<file path="src/rtl/pipe_stage_skid_pkg.sv">
// pipe_stage_skid_pkg: shared state encoding and control-bit indices for the skid stage
//   No ports; imported by pipe_entry_reg and pipe_stage_skid.
package pipe_stage_skid_pkg;

    typedef enum logic [1:0] {
        EMPTY = 2'd0,
        ONE   = 2'd1,
        TWO   = 2'd2
    } state_e;

    localparam int CTRL_REGWRITE = 0;
    localparam int CTRL_MEMTOREG = 1;

endpackage

</file>
<file path="src/rtl/pipe_entry_reg.sv">
// pipe_entry_reg: one payload register (ctrl/data/pc/rd) with load enable and synchronous clear
//   clk_i         rising-edge clock
//   clr_i         synchronous clear to zero, overrides load
//   ld_i          load the *_i payload
//   *_i / *_o     payload in / registered payload out
module pipe_entry_reg
    import pipe_stage_skid_pkg::*;
#(
    parameter int DATA_W = 32,
    parameter int PC_W   = 32,
    parameter int RD_W   = 5,
    parameter int CTRL_W = 2
) (
    input  logic              clk_i,
    input  logic              clr_i,
    input  logic              ld_i,
    input  logic [CTRL_W-1:0] ctrl_i,
    input  logic [DATA_W-1:0] data_i,
    input  logic [PC_W-1:0]   pc_i,
    input  logic [RD_W-1:0]   rd_i,
    output logic [CTRL_W-1:0] ctrl_o,
    output logic [DATA_W-1:0] data_o,
    output logic [PC_W-1:0]   pc_o,
    output logic [RD_W-1:0]   rd_o
);

    always_ff @(posedge clk_i) begin
        if (clr_i) begin
            ctrl_o <= '0;
            data_o <= '0;
            pc_o   <= '0;
            rd_o   <= '0;
        end else if (ld_i) begin
            ctrl_o <= ctrl_i;
            data_o <= data_i;
            pc_o   <= pc_i;
            rd_o   <= rd_i;
        end
    end

endmodule

</file>
<file path="src/rtl/pipe_stage_skid.sv">
// pipe_stage_skid: valid/ready pipeline stage register with a one-entry skid buffer
//   clk, reset            clock and synchronous active-high reset
//   flush                 drops all held entries and any same-cycle input
//   in_valid/in_ready     upstream handshake; in_ctrl/in_data/in_pc/in_rd payload
//   out_valid/out_ready   downstream handshake; out_ctrl/out_data/out_pc/out_rd payload
//   fwd_we/fwd_rd         write-enable and destination of the held entry for forwarding
module pipe_stage_skid
    import pipe_stage_skid_pkg::*;
#(
    parameter int DATA_W = 32,
    parameter int PC_W   = 32,
    parameter int RD_W   = 5,
    parameter int CTRL_W = 2
) (
    input  logic              clk,
    input  logic              reset,
    input  logic              flush,
    input  logic              in_valid,
    output logic              in_ready,
    input  logic [CTRL_W-1:0] in_ctrl,
    input  logic [DATA_W-1:0] in_data,
    input  logic [PC_W-1:0]   in_pc,
    input  logic [RD_W-1:0]   in_rd,
    output logic              out_valid,
    input  logic              out_ready,
    output logic [CTRL_W-1:0] out_ctrl,
    output logic [DATA_W-1:0] out_data,
    output logic [PC_W-1:0]   out_pc,
    output logic [RD_W-1:0]   out_rd,
    output logic              fwd_we,
    output logic [RD_W-1:0]   fwd_rd
);

    state_e state_q, state_d;
    logic in_fire, out_fire, main_ld, skid_ld;
    logic [CTRL_W-1:0] main_ctrl_q, skid_ctrl_q, main_ctrl_d;
    logic [DATA_W-1:0] skid_data_q, main_data_d;
    logic [PC_W-1:0]   skid_pc_q, main_pc_d;
    logic [RD_W-1:0]   skid_rd_q, main_rd_d;

    assign in_fire  = in_valid & in_ready;
    assign out_fire = out_valid & out_ready;

    always_ff @(posedge clk) begin
        if (reset) state_q <= EMPTY;
        else       state_q <= state_d;
    end

    always_comb begin
        state_d = state_q;
        if (flush)
            state_d = EMPTY;
        else if (state_q == EMPTY)
            state_d = in_fire ? ONE : EMPTY;
        else if (state_q == ONE)
            state_d = (in_fire & ~out_fire) ? TWO : (~in_fire & out_fire) ? EMPTY : ONE;
        else
            state_d = out_fire ? ONE : TWO;
    end

    // in_ready depends only on registered state, so no out_ready-to-in_ready path exists.
    always_comb begin
        in_ready  = (state_q != TWO);
        out_valid = (state_q != EMPTY);
        out_ctrl  = out_valid ? main_ctrl_q : '0;
        fwd_we    = out_valid & main_ctrl_q[CTRL_REGWRITE];
    end

    // Main refills from the skid when draining TWO, otherwise from the input.
    always_comb begin
        main_ld     = ~flush & ((state_q == EMPTY & in_fire) |
                                (state_q == ONE & in_fire & out_fire) |
                                (state_q == TWO & out_fire));
        skid_ld     = ~flush & (state_q == ONE) & in_fire & ~out_fire;
        main_ctrl_d = (state_q == TWO) ? skid_ctrl_q : in_ctrl;
        main_data_d = (state_q == TWO) ? skid_data_q : in_data;
        main_pc_d   = (state_q == TWO) ? skid_pc_q   : in_pc;
        main_rd_d   = (state_q == TWO) ? skid_rd_q   : in_rd;
    end

    pipe_entry_reg #(
        .DATA_W(DATA_W), .PC_W(PC_W), .RD_W(RD_W), .CTRL_W(CTRL_W)
    ) u_main (
        .clk_i (clk),
        .clr_i (reset),
        .ld_i  (main_ld),
        .ctrl_i(main_ctrl_d),
        .data_i(main_data_d),
        .pc_i  (main_pc_d),
        .rd_i  (main_rd_d),
        .ctrl_o(main_ctrl_q),
        .data_o(out_data),
        .pc_o  (out_pc),
        .rd_o  (out_rd)
    );

    pipe_entry_reg #(
        .DATA_W(DATA_W), .PC_W(PC_W), .RD_W(RD_W), .CTRL_W(CTRL_W)
    ) u_skid (
        .clk_i (clk),
        .clr_i (reset),
        .ld_i  (skid_ld),
        .ctrl_i(in_ctrl),
        .data_i(in_data),
        .pc_i  (in_pc),
        .rd_i  (in_rd),
        .ctrl_o(skid_ctrl_q),
        .data_o(skid_data_q),
        .pc_o  (skid_pc_q),
        .rd_o  (skid_rd_q)
    );

    assign fwd_rd = out_rd;

endmodule

</file>
<file path="config.mk">
export PLATFORM = sky130hd
export DESIGN_NAME = pipe_stage_skid
export DESIGN_NICKNAME = d
export VERILOG_FILES = /design/src/rtl/pipe_stage_skid_pkg.sv /design/src/rtl/pipe_entry_reg.sv /design/src/rtl/pipe_stage_skid.sv
export SDC_FILE = /design/constraint.sdc
export NUM_CORES = 1
export LEC_CHECK = 0
export ABC_AREA = 1
export BUFFER_PORTS_ARGS = -buffer_cell sky130_fd_sc_hd__buf_4
export CAP_MARGIN = 10
export CORE_MARGIN = 3
export CORE_UTILIZATION = 45
export DETAILED_ROUTE_END_ITERATION = 16
export GPL_TIMING_DRIVEN = 0
export HOLD_SLACK_MARGIN = 0.12
export PLACE_DENSITY = 0.76
export SLEW_MARGIN = 20
export SYNTH_ARGS = -nofsm -noshare
export SYNTH_HDL_FRONTEND = slang
export SYNTH_SLANG_ARGS = --single-unit
</file>
<file path="constraint.sdc">
create_clock -name clk -period 1.87 [get_ports clk]
set_input_delay 0.2805 -clock clk [delete_from_list [all_inputs] [get_ports clk]]
set_output_delay 0.2805 -clock clk [all_outputs]
set_load 0.02 [all_outputs]
</file>
==> flow_summary_export.csv <==
group,metric,value,unit
placement,post-place-ws,-0.0613,ns
synthesis,synth_compound_area_frac,0.158,
setup_path,arrival,1.52,ns
grt,grt_usage,0.225,
timing,worst_pin_slew,0.817,ns
setup_path,crit_start,"state_q[0]",
drt,drc,0,
synthesis,ys_top_cells_by_count,"217 x nand2_1, 148 x inv_1, 144 x dfxtp_1, 143 x nand3_1, 142 x a21oi_1",
synthesis,synth_top_family_by_area,"simple AND/OR/NAND/NOR gates",
floorplanning,die_x,130,um
drt,dr.pass1.iters,7,
cells_and_area,antenna_cells,0,
drt,vias_per_cell,4.92,
floorplanning,start_util,0.468,
grt,antenna_found_initial,0,
synthesis,synth_cell_types,22,
floorplanning,io_pins,155,
timing,finalSetupViolCount,0,
drt,vias,6961,
cells_and_area,area_growth,28.6,%
synthesis,synth-main-ff-cell,"dfxtp_1",
power_and_ir_drop,ir_drop,614,uV
synthesis,synth_top_area_share,0.417,
synthesis,synth_xor_xnor_area_share,0,
timing,grt_setup_unrepaired,"no",
synthesis,synthTopCellsByArea,"dfxtp_1 42%, nand2_1 12%, nand3_1 10%, a21oi_1 10%, inv_1 8.0%",
hold_path,hold_start,"in_pc[21]",
cts,clock-root-buffer,"clkbuf_16",
synthesis,muxShareOfSynthArea,0,
timing,maxSlewViolCount,0,
synthesis,synthCells,1045,
setup_path,endpoint_kind,"output port",
setup_path,cp_max_fo,11,
drt,routed_wl,19000,um
cts,cts.reportedPaths.clkPinSlew,0.06,ns
drt,drt-initial-drc-count,484,
cells_and_area,final_area,8880,um^2
timing,fmax,555,MHz
power_and_ir_drop,clock_power_share,0.428,
power_and_ir_drop,combPwrFrac,0.156,
synthesis,synth-simple-area-share,0.269,
placement,hpwl,13700,um
synthesis,seq_area_frac_synth,0.417,
grt,grt_max_degree,17,
synthesis,ys_async_sr_fraction,0,
timing,min_period,1.80,ns
setup_path,cp-start-kind,"register",
power_and_ir_drop,p_int,5760,uW
hold_path,hold_class,"in -> reg",
synthesis,post-synth-top-count-cell,"nand2_1",
power_and_ir_drop,sw_frac_of_total,0.271,
placement,portBuffers,154,
cts,tritoncts,"done",
grt,grt_overflow,0,
cts,postCtsSetupBuffers,0,
setup_path,worstSetupPathType,"reg -> out",
cells_and_area,fill_cells,1423,
timing,finalSetupTns,0,ns
power_and_ir_drop,seqPwrFrac,0.417,
status,outcome,"complete, no violations",
cells_and_area,final_nets,1294,
synthesis,synth_top_area_cell,"dfxtp_1",
synthesis,avgSynthCellArea,6.61,um^2
power_and_ir_drop,total_leakage_power,0.00429,uW
synthesis,yosys_warnings,0,
cts,cts_num_sinks,144,
cts,numCtsBuffers,17,
power_and_ir_drop,p_sw,2140,uW
setup_path,reg2reg_from,"state_q[1]",
grt,first_global_vias,6201,
floorplanning,core,14800,um^2
synthesis,synth-seq-cells,144,
placement,place_congestion,0.864,
cts,clkLatencyLatePin,0.42,ns
synthesis,synth_edf_count,0,
cts,h-tree-depth,4,
timing,fin_ws,0.0669,ns
timing,clock_skew,0.00685,ns
drt,ant_nets,0,
synthesis,synth_nets,1122,
floorplanning,die-area,16900,um^2
floorplanning,rows,44,
timing,holdWs,0.138,ns
drt,post_drt_wl_per_cell,13.5,um
timing,finalHoldViolations,0,
synthesis,synthAdderAreaFrac,0.00181,
floorplanning,die_h,130,um
grt,grt_pass1_wl,30600,um
cells_and_area,drive_gt1_frac,0.199,
cts,cts.path.max_buffers,2,
run,max_cap_violations,0,
timing,period_share,0.964,
synthesis,syn-cell-area,6910,um^2
power_and_ir_drop,power.density,889,nW/um^2
placement,postPlaceCellArea,8290,um^2
timing,relSlewSlack,0.455,
setup_path,cp.required,1.59,ns
per-layer routing:
| metal | track usage | up-vias | part of all wire |
|---|---|---|---|
| met2 | 0.353 | 219 | 0.46 |
| met3 | 0.0487 | 22 | 0.072 |
| met4 | 0.0636 | 0 | 0.013 |
| met5 | 0 | - | 0 |
| li1 | - | 3643 | - |
| met1 | 0.314 | 3077 | 0.46 |
kinds of logic after synthesis:
kind of cell    after synthesis
fa+ha+maj                     1
buf+inv                     242
compound gates              217
simple gates                441
flops                       144
cell type report:
cell class	instances	area, um^2	share of cell area
Multi-Input combinational cell	659	2960	0.333
Sequential cell	144	2880	0.325
Timing Repair Buffer	154	1160	0.130
Inverter	152	571	0.0642
Buffer	89	495	0.0558
Clock buffer	19	453	0.0510
Tap cell	184	230	0.0259
Clock inverter	13	136	0.0154
worst max-delay path, cell delays in order (launching register included):
cell and delay (ns):
dfxtp_2 0.35, inv_2 0.21, nand2_4 0.17, buf_4 0.21, buf_4 0.16
power groups by stage:
stage | Sequential [uW] | Clock [uW] | Combinational [uW]
finish | 3290 | 3380 | 1230
global route | 3300 | 3550 | 1370
CTS | 3290 | 3420 | 1230
detailed placement | 3350 | 0 | 1220
global placement | 3350 | 0 | 1210
floorplan | 3480 | 0 | 595
timing repair:
item / CTS / global route
hold buffers: 0 / 0
endpoints found under the setup margin: 1 / 2
hold endpoints to repair: 0 / 0
resized for setup: 0 / 3
metrics by stage:
step	std cells	util	total power [uW]
6_report	1414	0.602	7900
5_1_grt	1414	0.602	8220
4_1_cts	1414	0.602	7940
3_5_place_dp	1383	0.562	4580
3_3_place_gp	1383	0.562	4570
2_1_floorplan	1045	-	4080
cells in the final DEF (no fill, tap or decap):
cell / synthesis / final
nand2_1: 217 / 217
buf_4: 14 / 168
inv_1: 148 / 148
nand3_1: 143 / 143
dfxtp_1: 144 / 143
a21oi_1: 142 / 142
nor2_1: 75 / 75
o21ai_0: 64 / 64
clkbuf_1: 30 / 30
buf_2: 30 / 27
clkbuf_16: 0 / 17
o21ai_1: 10 / 10
buf_6: 9 / 9
buf_1: 7 / 7
clkinvlp_4: 0 / 4
clkinv_2: 0 / 4
inv_2: 3 / 3
clkbuf_4: 0 / 2
nand4_1: 2 / 2
clkbuf_8: 0 / 2
inv_6: 0 / 2
bufinv_16: 0 / 2
nor2_2: 1 / 1
a21boi_0: 1 / 1
nand2_4: 1 / 1
nand3_2: 1 / 1
nor3_1: 1 / 1
clkinv_1: 1 / 1
ha_1: 1 / 1
clkinv_4: 0 / 1
dfxtp_2: 0 / 1
state kept, by name, indices dropped and copies added, names as in the netlist:
register       count
u_main.pc_o       32
u_skid.ctrl_o      2
u_skid.rd_o        5
state_q            2
u_main.ctrl_o      2
u_main.rd_o        5
u_main.data_o     32
u_skid.data_o     32
u_skid.pc_o       32
final timing paths:
path              slack (ns)                 to  cells past startpoint
setup / recovery        0.07           in_ready                      4
setup reg to reg        0.10  u_main.data_o[22]                      9
hold / removal          0.14    u_skid.pc_o[21]                      3
hold reg to reg         0.44    u_skid.pc_o[19]                      2
Note: power is estimated with default switching activity, not from simulation.
